[config.mk]
export PLATFORM = sky130hd
export DESIGN_NAME = spm_asin_search
export DESIGN_NICKNAME = d
export VERILOG_FILES = /design/src/rtl/spm_asin_pkg.sv /design/src/rtl/spm_sin_eval.sv /design/src/rtl/spm_asin_search.sv
export SDC_FILE = /design/constraint.sdc
export NUM_CORES = 1
export LEC_CHECK = 0
export CAP_MARGIN = 20
export CORE_MARGIN = 2
export CORE_UTILIZATION = 35
export CTS_BUF_LIST = sky130_fd_sc_hd__clkbuf_4 sky130_fd_sc_hd__clkbuf_8 sky130_fd_sc_hd__clkbuf_16
export DETAILED_ROUTE_END_ITERATION = 16
export PLACE_DENSITY = 0.6
export SYNTH_ARGS = -nofsm -noshare
export SYNTH_HDL_FRONTEND = slang
export SYNTH_SLANG_ARGS = --single-unit
[constraint.sdc]
create_clock -name clk -period 4.6 [get_ports clk]
set_input_delay 0.46 -clock clk [delete_from_list [all_inputs] [get_ports clk]]
set_output_delay 0.46 -clock clk [all_outputs]
set_load 0.02 [all_outputs]
[src/rtl/spm_asin_pkg.sv]
// Shared types and constants for the spm sin(pi*x) inverse search.
// SIN_Q holds round_half_up(255 * sin(pi * x / 256)) for x = 0..127.
package spm_asin_pkg;

  localparam int SPM_W = 8;
  localparam int SPM_N = 8;
  localparam int XMAX  = (1 << (SPM_W - 1)) - 1;

  typedef enum logic [1:0] {
    IDLE,
    SEARCH,
    DONE
  } state_t;

  localparam logic [SPM_N-1:0] SIN_FULL = '1;

  localparam logic [SPM_N-1:0] SIN_Q [0:XMAX] = '{
      0,   3,   6,   9,  13,  16,  19,  22,  25,  28,  31,  34,  37,  41,  44,  47,
     50,  53,  56,  59,  62,  65,  68,  71,  74,  77,  80,  83,  86,  89,  92,  95,
     98, 100, 103, 106, 109, 112, 115, 117, 120, 123, 126, 128, 131, 134, 136, 139,
    142, 144, 147, 149, 152, 154, 157, 159, 162, 164, 167, 169, 171, 174, 176, 178,
    180, 183, 185, 187, 189, 191, 193, 195, 197, 199, 201, 203, 205, 207, 208, 210,
    212, 214, 215, 217, 219, 220, 222, 223, 225, 226, 228, 229, 231, 232, 233, 234,
    236, 237, 238, 239, 240, 241, 242, 243, 244, 245, 246, 247, 247, 248, 249, 249,
    250, 251, 251, 252, 252, 253, 253, 253, 254, 254, 254, 255, 255, 255, 255, 255
  };

endpackage

[src/rtl/spm_sin_eval.sv]
// Combinational quantized sin(pi*x/2^W) evaluator, table based.
// The upper half-period is folded onto the table so every input code has a defined value.
module spm_sin_eval
  import spm_asin_pkg::*;
#(
  parameter int W = SPM_W,
  parameter int N = SPM_N
) (
  input  logic [W-1:0] x,
  output logic [N-1:0] y
);

  logic [W-2:0] fold;

  // NOTE: the table is a constant ROM, so there is nothing to reset here.
  always_comb begin
    fold = x[W-2:0];
    if (x[W-1]) begin
      // sin(pi/2 + d) = sin(pi/2 - d): index 2^(W-1) - low bits
      fold = '0 - x[W-2:0];
    end
    if (x[W-1] && (x[W-2:0] == '0)) begin
      y = SIN_FULL;
    end else begin
      y = SIN_Q[fold];
    end
  end

endmodule

[src/rtl/spm_asin_search.sv]
// MSB-first bisection inverse of sin_q: returns the largest x < 2^(W-1)
// with sin_q(x) <= t, one candidate bit per clock.
module spm_asin_search
  import spm_asin_pkg::*;
#(
  parameter int W = SPM_W,
  parameter int N = SPM_N
) (
  input  logic         clk,
  input  logic         rst_n,
  input  logic         in_valid,
  output logic         in_ready,
  input  logic [N-1:0] t,
  output logic         out_valid,
  input  logic         out_ready,
  output logic [W-1:0] x,
  output logic         exact
);

  localparam int            IW      = $clog2(W);
  localparam logic [IW-1:0] IDX_TOP = IW'(W - 2);

  state_t        state_q, state_d;
  logic [W-1:0]  r_q, r_d;
  logic [N-1:0]  t_q, t_d;
  logic [IW-1:0] idx_q, idx_d;
  logic [W-1:0]  cand;
  logic [W-1:0]  eval_in;
  logic [N-1:0]  sin_val;

  assign cand = r_q | (W'(1) << idx_q);

  // One evaluator serves both the search compare and the final exact check.
  assign eval_in = (state_q == DONE) ? r_q : cand;

  spm_sin_eval #(
    .W (W),
    .N (N)
  ) u_eval (
    .x (eval_in),
    .y (sin_val)
  );

  // NOTE: every signal driven here gets a default first so no latch is inferred.
  always_comb begin
    state_d   = state_q;
    r_d       = r_q;
    t_d       = t_q;
    idx_d     = idx_q;
    in_ready  = 1'b0;
    out_valid = 1'b0;
    exact     = 1'b0;
    unique case (state_q)
      IDLE: begin
        in_ready = 1'b1;
        if (in_valid) begin
          t_d     = t;
          r_d     = '0;
          idx_d   = IDX_TOP;
          state_d = SEARCH;
        end
      end
      SEARCH: begin
        if (sin_val <= t_q) begin
          r_d = cand;
        end
        if (idx_q == '0) begin
          state_d = DONE;
        end else begin
          idx_d = idx_q - IW'(1);
        end
      end
      DONE: begin
        out_valid = 1'b1;
        exact     = (sin_val == t_q);
        if (out_ready) begin
          state_d = IDLE;
        end
      end
      default: state_d = IDLE;
    endcase
  end

  // NOTE: state registers use non-blocking assignments so all flops update together.
  always_ff @(posedge clk or negedge rst_n) begin
    if (!rst_n) begin
      state_q <= IDLE;
      r_q     <= '0;
      t_q     <= '0;
      idx_q   <= IDX_TOP;
    end else begin
      state_q <= state_d;
      r_q     <= r_d;
      t_q     <= t_d;
      idx_q   <= idx_d;
    end
  end

  assign x = r_q;

endmodule

==> results.ini, run 1 <==
[floorplanning]
fp.dieArea_sq_mm = 0.00901
chipWidth_um = 94.9
rows = 33
die_y_um = 94.9
core_area_sq_mm = 0.00809
io_pins = 23
start_util_pct = 35.7

[timing]
finClkSkew_ns = 0.0133
slew_headroom_pct = 37.0
max_slew.worst_pin.slew_ns = 0.942
max_freq_mhz = 223
finalCriticalPeriod_ns = 4.49
hold_viol_final = 0
setup_violations = 0
rsz0062_at_grt = true
timing.final.crit_share_pct = 97.7
slew_viol_final = 0
fin_setup_tns_ns = 0

[routing]
drcViolationCount = 0
ant_nets = 0
dr_wl_met2_mm = 4.93
finalWirelength_mm = 10.1
dr.max_layer_used = met4
drt-met1-wl_mm = 4.25
dr_wl_met3_um = 618
vias = 3460
dr.pass1.iters = 5
viasPerCell = 5.87
drtIter0Drc = 334
wl_per_cell_um = 17.2

[job]
max_cap_viol_count = 0

[yosys]
synth-compound-area-share_pct = 34.9
ys_seq_area_share_pct = 18.3
async_flop_share_pct = 100
synth_nets = 426
synth_area_leaders = dfrtp_1 (16%), ha_1 (11%), o21ai_0 (6.7%)
netlist_instances = 389
ys_types = 62
yosysWarnings = 0
syn-cell-area_sq_mm = 0.00289
synthMuxAreaShare_pct = 4.07
yosys.area_share.simple_pct = 21.1
synth_top_area_share_pct = 16.4
synth-seq-cells = 21
synth_flop_cell = dfrtp_1
synth_xor_area_share_pct = 3.98
avgSynthCellArea_sq_um = 7.44
synth_top_family_by_area = compound AO/OA/AOI/OAI gates
synth_edf_count = 0
synthAdderAreaFrac_pct = 10.8
yosys.area.top_type = dfrtp_1

[cells_and_area]
multi_input_area_sq_mm = 0.00242
stdcell_count = 589
syn_to_final_growth_pct = 44.9
design_area_sq_mm = 0.00419
nets = 522
regArea_sq_um = 528
drive_gt1_share_pct = 35.1
n_fill_cell = 808
antenna_cells = 0

[grt]
antenna_found_initial = 0
grt_pass1_wl_mm = 16.0
grt_max_degree = 23
grt-ovfl-total = 0
grt_pass1_vias = 3296
track_usage_pct = 22.1

[clocking]
cts_max_path_buffers = 2
cts_tree = yes
cts_root_buffer = clkbuf_8
cts_sinks = 21
htree_levels = 1
cts_buffers = 3
clock_latency_ns = 0.27
clkTransAtPathRegs_ns = 0.09

[setup_path]
ff2ff_path_depth = 24
end_kind = register
crit_required_ns = 4.79
critPathKind = reg -> reg
r2r-start = idx_q[1]
start_kind = register
rr_endpoint = x[6]
critPathArrivalTime_ns = 4.68
worstPathMaxFanout = 8
reg2reg_setup_slack_ns = 0.11

[place]
globalplace.congestion = 0.980
dp_hpwl_mm = 7.43
post-place-cells = 573
placed_area_sq_mm = 0.00378
io_buffers = 22

[min_path]
worstHoldEndpoint = t_q[0]
hold_path_depth = 2
min_path_type = reg -> reg
hold_start = t_q[0]

[status]
outcome = finished, final reports clean

[worst max-delay path by stage]
| stage | slack (ns) | cells past startpoint | from | endpoint |
|---|---|---|---|---|
| 2_1_floorplan | 0.04 | 24 | idx_q[1] | x[0] |
| 3_3_place_gp | -0.22 | 16 | idx_q[1] | exact |
| 3_5_place_dp | -0.23 | 23 | idx_q[1] | x[4] |
| 4_1_cts | 0.006 | 23 | idx_q[1] | x[4] |
| 5_1_grt | -0.17 | 20 | idx_q[0] | x[6] |
| 6_report | 0.11 | 24 | idx_q[1] | x[6] |
[kinds of logic (layout without fill, tap and decap cells)]
kind of cell	after synthesis	after routing
fa+ha+maj	25	25
xor+xnor	11	11
mux	9	9
flops	21	21
compound gates	145	145
simple gates	130	130
buf+inv	48	143
[synth_stat cells, drive strengths merged (6+ instances only)]
cell    count
a211oi      7
a21oi      23
a31oi      11
buf        16
clkbuf     16
dfrtp      19
ha         25
inv        16
nand2      48
nand3      19
nor2       19
nor2b       8
nor3       19
nor4        7
o21ai      40
o311ai      6
xnor2      10
[worst max-delay path, stage by stage, from the launching register on]
cell,delay (ns)
dfstp_2,0.54
inv_2,0.05
ha_4,0.15
nor2b_4,0.12
a21o_4,0.21
inv_4,0.06
nor2_4,0.04
xnor2_2,0.21
buf_4,0.17
ha_4,0.22
buf_4,0.14
buf_4,0.14
and3_1,0.14
o41ai_1,0.42
a31oi_1,0.17
nand3_2,0.12
ha_1,0.25
buf_4,0.14
o21a_1,0.09
o21a_1,0.16
o21a_1,0.16
o21a_1,0.19
o21ai_2,0.22
a21oi_4,0.13
o21ai_1,0.14
[state kept, by name, indices dropped and copies added (netlist names)]
signal	flops
idx_q	3
t_q	8
state_q	2
x	8
[metrics by stage]
stage                     util [%]  setup slack, ns  hold slack, ns
after floorplan                  -           0.0375           0.164
after global placement        46.7           -0.216           0.489
after detailed placement      46.7           -0.226           0.503
after CTS                     48.1          0.00615           0.525
after global routing          51.8           -0.172           0.554
final                         51.8            0.107           0.527
[routing by layer]
layer,global-route usage [%],up-vias
li1,-,1666
met3,2.55,25
met1,28.9,1631
met5,0,-
met4,9.78,0
met2,36.5,138
[timing repair]
action | in CTS | in global routing
gates cloned | 0 | 1
gates resized for setup | 15 | 61
buffers inserted | 1 | 11
endpoints found under the setup margin | 9 | 9
pin swaps | 3 | 28
hold buffers | 0 | 0
[final cells by class]
| class | instances | area share (%) |
|---|---|---|
| clock buffer | 3 | 0.985 |
| clock inverter | 1 | 0.179 |
| inverter | 16 | 1.49 |
| multi-input combinational | 320 | 57.9 |
| sequential | 21 | 12.6 |
| tap | 105 | 3.13 |
| timing repair buffer | 123 | 23.8 |
[cells in the final DEF, fill, tap and decap left out, drive strengths merged, types with 4 or more instances in the layout]
master	n
a211oi	7
a21o	5
a21oi	23
a31oi	11
buf	102
clkdlybuf4s50	21
dfrtp	19
ha	25
inv	16
mux2i	5
nand2	48
nand3	19
nor2	19
nor2b	8
nor3	19
nor4	7
o2111ai	4
o211ai	4
o21a	5
o21ai	40
o221ai	4
o22ai	5
o311ai	6
xnor2	10
Power of run 1 is left out: the tool's default activity adds up to more than one toggle a clock period on the data nets, which glitch-free logic cannot reach.
==> run 2: changes to the inputs <==
Settings changed: CORE_UTILIZATION 35 to 54, PLACE_DENSITY 0.6 to 0.84.
==> run 2 against run 1 <==
  * The flow now finishes with violations (setup timing)
  * Register-to-register slack lost 0.35 ns
  * Global-route usage grew 10 points
  * Fmax shrank 7.1%
  * Via count grew 13%
  * Critical path depth is the same
  * Sequential share of layout area shrank 0.067 points
==> results.ini, run 2 (synthesized netlist as in run 1, its figures left out) <==
[status]
outcome = finished, violations left
failed_checks = setup timing

[clocking]
cts_max_path_buffers = 2  ; unchanged
hold_buffers = 0  ; unchanged
cts_buffers = 3  ; unchanged
cts_root_buffer = clkbuf_8
clkTransAtPathRegs_ns = 0.10  ; about the same
cts_sinks = 21  ; unchanged
cts_tree = yes
htree_levels = 1  ; unchanged
clock_latency_ns = 0.28  ; about the same

[setup_path]
crit_required_ns = 4.80  ; about the same
cp_common_cell = o21a_1
slowest_delay_ns = 0.55  ; about the same
critPathArrivalTime_ns = 5.04  ; +0.36 ns
critPathKind = reg -> reg
end_kind = register
r2r-start = idx_q[1]
worst_path_dominant_cell_family = compound AO/OA/AOI/OAI gates
startpoint = idx_q[1]
crit_slowest_cell = dfstp_2
worstPathMaxFanout = 8  ; unchanged
path_cells = inv_2, ha_4, nor2b_4, a21o_2, inv_4, nor2_4, xnor2_4, inv_2, ha_4, o311ai_0, a2111oi_2, a21oi_2, o21ai_1, a32oi_1, ha_1, nor2b_4, o21a_1, o21a_1, o21a_1, o21a_1, o21ai_1, a21oi_1, buf_4, o21ai_2
worst-path-buf-inv = 4  ; -2
start_kind = register

[timing]
slew_viol_final = 0  ; unchanged
slew_headroom_pct = 32.9  ; -4.1 points
max_freq_mhz = 207  ; -7.1%
finClkSkew_ns = 0.0203  ; +0.00702 ns
max_slew.worst_pin.slew_ns = 1.00  ; +0.0608 ns
fin_ws_ns = -0.239  ; -0.346 ns
fin_setup_tns_ns = -1.66  ; -1.66 ns
hold_viol_final = 0  ; unchanged
timing.hold.ws_ns = 0.562  ; +0.0354 ns
timing.final.crit_share_pct = 105  ; +7.5 points
finalCriticalPeriod_ns = 4.84  ; +0.346 ns
setup_violations = 9  ; +9

[floorplanning]
fp.dieArea_sq_mm = 0.00596  ; -34%
core_area_sq_mm = 0.00514  ; -36%
chipWidth_um = 77.2  ; -19%
die_y_um = 77.2  ; -19%
io_pins = 23  ; unchanged
start_util_pct = 56.3  ; +21 points
rows = 26  ; -21%

[routing]
finalWirelength_mm = 12.3  ; +22%
drcViolationCount = 0  ; unchanged
ant_nets = 0  ; unchanged
drtIter0Drc = 537  ; +61%
dr.pass1.iters = 6  ; +1
vias = 3923  ; +13%
wl_per_cell_um = 22.7  ; +32%
viasPerCell = 7.21  ; +23%

[job]
max_cap_viol_count = 0  ; unchanged

[cells_and_area]
syn_to_final_growth_pct = 45.7
n_fill_cell = 298  ; -63%
nets = 512  ; -1.9%
stdcell_count = 544  ; -7.6%
drive_gt1_share_pct = 34.4  ; -0.74 points
layout_common_cells = buf_4 (78), nand2_1 (47), o21ai_0 (28)
antenna_cells = 0  ; unchanged
final_common_cell = buf_4

[min_path]
min_path_type = reg -> reg
hold_start = x[6]

[place]
dp_hpwl_mm = 7.07  ; -4.9%
globalplace.congestion = 1.04  ; +6.5%
post-place-cells = 523  ; -8.7%
io_buffers = 22  ; unchanged

[grt]
grt_pass1_vias = 3313  ; +0.52%
track_usage_pct = 32.2  ; +10 points
grt_max_degree = 23  ; unchanged
grt_pass1_wl_mm = 15.9  ; -0.26%
grt-ovfl-total = 0  ; unchanged
antenna_found_initial = 0  ; unchanged

[run 2: cell types whose count changed in the layout (fill, tap and decap cells not counted), moves of 3 or more]
cell     change
buf_4       -17
buf_12       +4
o21ai_2      +4
a31oi_2      -3
ha_1         -3
ha_4         +3
o21ai_1      -3
[run 2: cell type report]
type	count	area, sq um	share of cell area, %
clock inverters	1	7.51	0.178
flip-flops and latches	21	528	12.5
repair buffers	113	997	23.7
well taps	70	87.6	2.08
clock buffers	3	41.3	0.980
multi-input cells	320	2490	59.0
inverters	16	65.1	1.54
[run 2: worst min-delay path, delay by kind of cell (launching register included)]
kind / cells / cell delay, ns
AOI/OAI and AO/OA: 1 / 0.06
DFF: 1 / 0.39
and+or+nand+nor: 1 / 0.09
[run 2: final timing paths]
path                                to  slack [ns]  cells after the start
worst max register to register    x[5]       -0.24                     24
worst min register to register    x[6]        0.56                      2
worst min-delay path              x[6]        0.56                      2
min in group asynchronous         x[5]        0.73                      1
max in group asynchronous       t_q[0]        3.25                      1
worst max-delay path              x[5]       -0.24                     24
[run 2: per-layer routing]
metal	track usage (%)	routed length, um
met5	0	0
met4	12.1	850
met3	3.29	1340
met2	54.8	5730
met1	42.1	4430
[run 2: per-stage QoR]
stage / util [%] / area (sq um) / worst slack, ns
after global routing: 82.0 / 4210 / -0.368
final: 82.0 / 4210 / -0.239
after detailed placement: 71.3 / 3660 / -0.260
after floorplan: - / 2900 / 0.0375
after CTS: 73.4 / 3770 / 0.000378
after global placement: 71.3 / 3660 / -0.122
[run 2: repair_timing]
action,in CTS,in global routing
endpoints found under the setup margin,9,9
pin swaps,4,24
buffers inserted,0,15
cloned,0,2
resized for setup,19,69
Power of run 2 is left out for the same reason.
==> run 3: changes to the inputs <==
Settings changed: REMOVE_ABC_BUFFERS from default to 1.
==> run 3 against run 2 <==
  * The run still ends with setup timing left
  * Clock skew shrank 0.015 ns
  * Via count shrank 1.2%
  * Routed wire length shrank 7.3%
  * Sequential share of layout area shrank 0.35 points
  * Critical path depth shrank 7
  * Non-clock buffer count grew 22
  * Flip-flop and latch count is the same
  * Cell count grew 4.0%
  * First-iteration DRC count shrank 4.7%
  * Fmax grew 3.4%
  * Register-to-register slack gained 0.17 ns
==> results.ini, run 3 (synthesized netlist as in run 1, its figures left out) <==
[clocking]
clkTransAtPathRegs_ns = 0.07  ; -0.03 ns
cts_tree = yes
clock_latency_ns = 0.26  ; -0.02 ns
cts_buffers = 3  ; unchanged
cts_sinks = 21  ; unchanged
cts_root_buffer = clkbuf_8
htree_levels = 1  ; unchanged
hold_buffers = 0  ; unchanged
cts_max_path_buffers = 2  ; unchanged

[setup_path]
critPathArrivalTime_ns = 4.22  ; -0.82 ns
end_kind = output port
start_kind = register
ff2ff_path_depth = 25  ; +4.2%
r2r-start = idx_q[1]
rr_endpoint = x[2]
crit_required_ns = 4.14  ; -0.66 ns
critPathKind = reg -> out
worstPathMaxFanout = 15  ; +7
reg2reg_setup_slack_ns = -0.07  ; +0.17 ns

[floorplanning]
chipWidth_um = 77.2  ; unchanged
io_pins = 23  ; unchanged
fp.dieArea_sq_mm = 0.00596  ; unchanged
core_area_sq_mm = 0.00514  ; unchanged
die_y_um = 77.2  ; unchanged
rows = 26  ; unchanged
start_util_pct = 56.3  ; unchanged

[status]
failed_checks = setup timing
outcome = finished, violations left

[grt]
grt_pass1_vias = 3296  ; -0.51%
grt-ovfl-total = 0  ; unchanged
grt_pass1_wl_mm = 15.9  ; unchanged
grt_max_degree = 23  ; unchanged
antenna_found_initial = 0  ; unchanged
track_usage_pct = 32.4  ; +0.12 points

[timing]
hold_viol_final = 0  ; unchanged
finClkSkew_ns = 0.00534  ; -0.0150 ns
max_slew.worst_pin.slew_ns = 0.914  ; -0.0894 ns
max_freq_mhz = 214  ; +3.4%
setup_violations = 9  ; unchanged
finalCriticalPeriod_ns = 4.68  ; -0.159 ns
slew_headroom_pct = 38.9  ; +6.0 points
rsz0062_at_grt = true
slew_viol_final = 0  ; unchanged
fin_ws_ns = -0.0802  ; +0.159 ns
timing.final.crit_share_pct = 102  ; -3.5 points

[cells_and_area]
n_fill_cell = 302  ; +1.3%
final_common_cell = buf_4
syn_to_final_growth_pct = 49.9
layout_common_cells = buf_4 (98), nand2_1 (47), o21ai_0 (28)
antenna_cells = 0  ; unchanged
design_area_sq_mm = 0.00434  ; +2.9%
nets = 534  ; +4.3%
utilization_pct = 84.4  ; +2.4 points
drive_gt1_share_pct = 37.3  ; +2.9 points

[routing]
dr_wl_met2_mm = 5.54  ; -3.3%
dr.pass1.iters = 5  ; -1
viasPerCell = 6.85  ; -5.0%
drcViolationCount = 0  ; unchanged
dr_wl_met3_um = 963  ; -28%
wl_per_cell_um = 20.2  ; -11%
ant_nets = 0  ; unchanged
drt-met1-wl_mm = 4.39  ; -0.90%
drtIter0Drc = 512  ; -4.7%
vias = 3876  ; -1.2%
dr.max_layer_used = met4
finalWirelength_mm = 11.4  ; -7.3%

[place]
globalplace.congestion = 1.00  ; -4.0%
dp_hpwl_mm = 7.18  ; +1.5%
io_buffers = 22  ; unchanged
placed_area_sq_mm = 0.00375  ; +2.3%

[min_path]
min_path_type = reg -> reg
hold_start = t_q[0]
worstHoldEndpoint = t_q[0]
hold_path_depth = 2  ; unchanged

[job]
max_cap_viol_count = 0  ; unchanged

[run 3: cell types whose count changed in the layout (fill, tap and decap cells not counted), moves of 2 or more]
cell / change
ha_4: -2
buf_6: +5
nand3_2: +2
nand3_1: -2
nor2b_4: -2
xnor2_2: -2
xnor2_1: +2
buf_4: +20
buf_8: -2
[run 3: timing repair]
item / CTS / global route
pin swaps: 1 / 41
resized for setup: 11 / 80
setup buffers: 0 / 23
setup endpoints to repair: 9 / 9
cloned: 0 / 2
[run 3: cell type report]
class | count | area [sq um] | share of cell area [%]
clock buffers | 3 | 41.3 | 0.952
clock inverters | 1 | 5.00 | 0.115
inverters | 16 | 62.6 | 1.44
multi-input cells | 320 | 2480 | 57.1
flip-flops and latches | 21 | 528 | 12.2
well taps | 70 | 87.6 | 2.02
repair buffers | 135 | 1140 | 26.2
[run 3: metal layers]
metal	up-vias	global-route usage (%)
met5	-	0
met4	0	9.64
met3	61	4.47
met2	273	53.5
met1	1860	43.8
li1	1682	-
[run 3: worst max path at each step]
stage | slack [ns] | from | to
final | -0.08 | idx_q[1] | exact
after global routing | -0.19 | idx_q[1] | x[2]
after CTS | 0.05 | idx_q[1] | x[6]
after detailed placement | -0.19 | idx_q[1] | exact
after global placement | -0.07 | idx_q[1] | exact
after floorplan | -0.69 | state_q[0] | x[0]
[run 3: stage by stage]
step / hold slack (ns) / setup TNS (ns) / cells / setup WS (ns)
detailed placement: 0.495 / -1.08 / 537 / -0.192
global placement: 0.486 / -0.0721 / 537 / -0.0702
finish: 0.538 / -0.377 / 566 / -0.0802
global route: 0.537 / -1.47 / 566 / -0.191
CTS: 0.512 / 0 / 541 / 0.0514
floorplan: 0.164 / -6.17 / 357 / -0.693
[run 3: worst max-delay path, stage by stage (launching register included)]
cell       delay (ns)
dfstp_2          0.55
inv_2            0.06
ha_4             0.16
nor2b_4          0.12
a21o_4           0.21
buf_4            0.13
buf_4            0.19
nor4_2           0.36
a211oi_2         0.17
buf_4            0.17
nor4_1           0.46
a2111oi_4        0.10
a31oi_1          0.23
nand3_2          0.15
ha_4             0.31
nand2_1          0.09
nor4_2           0.27
buf_2            0.22
Power of run 3 is left out for the same reason.
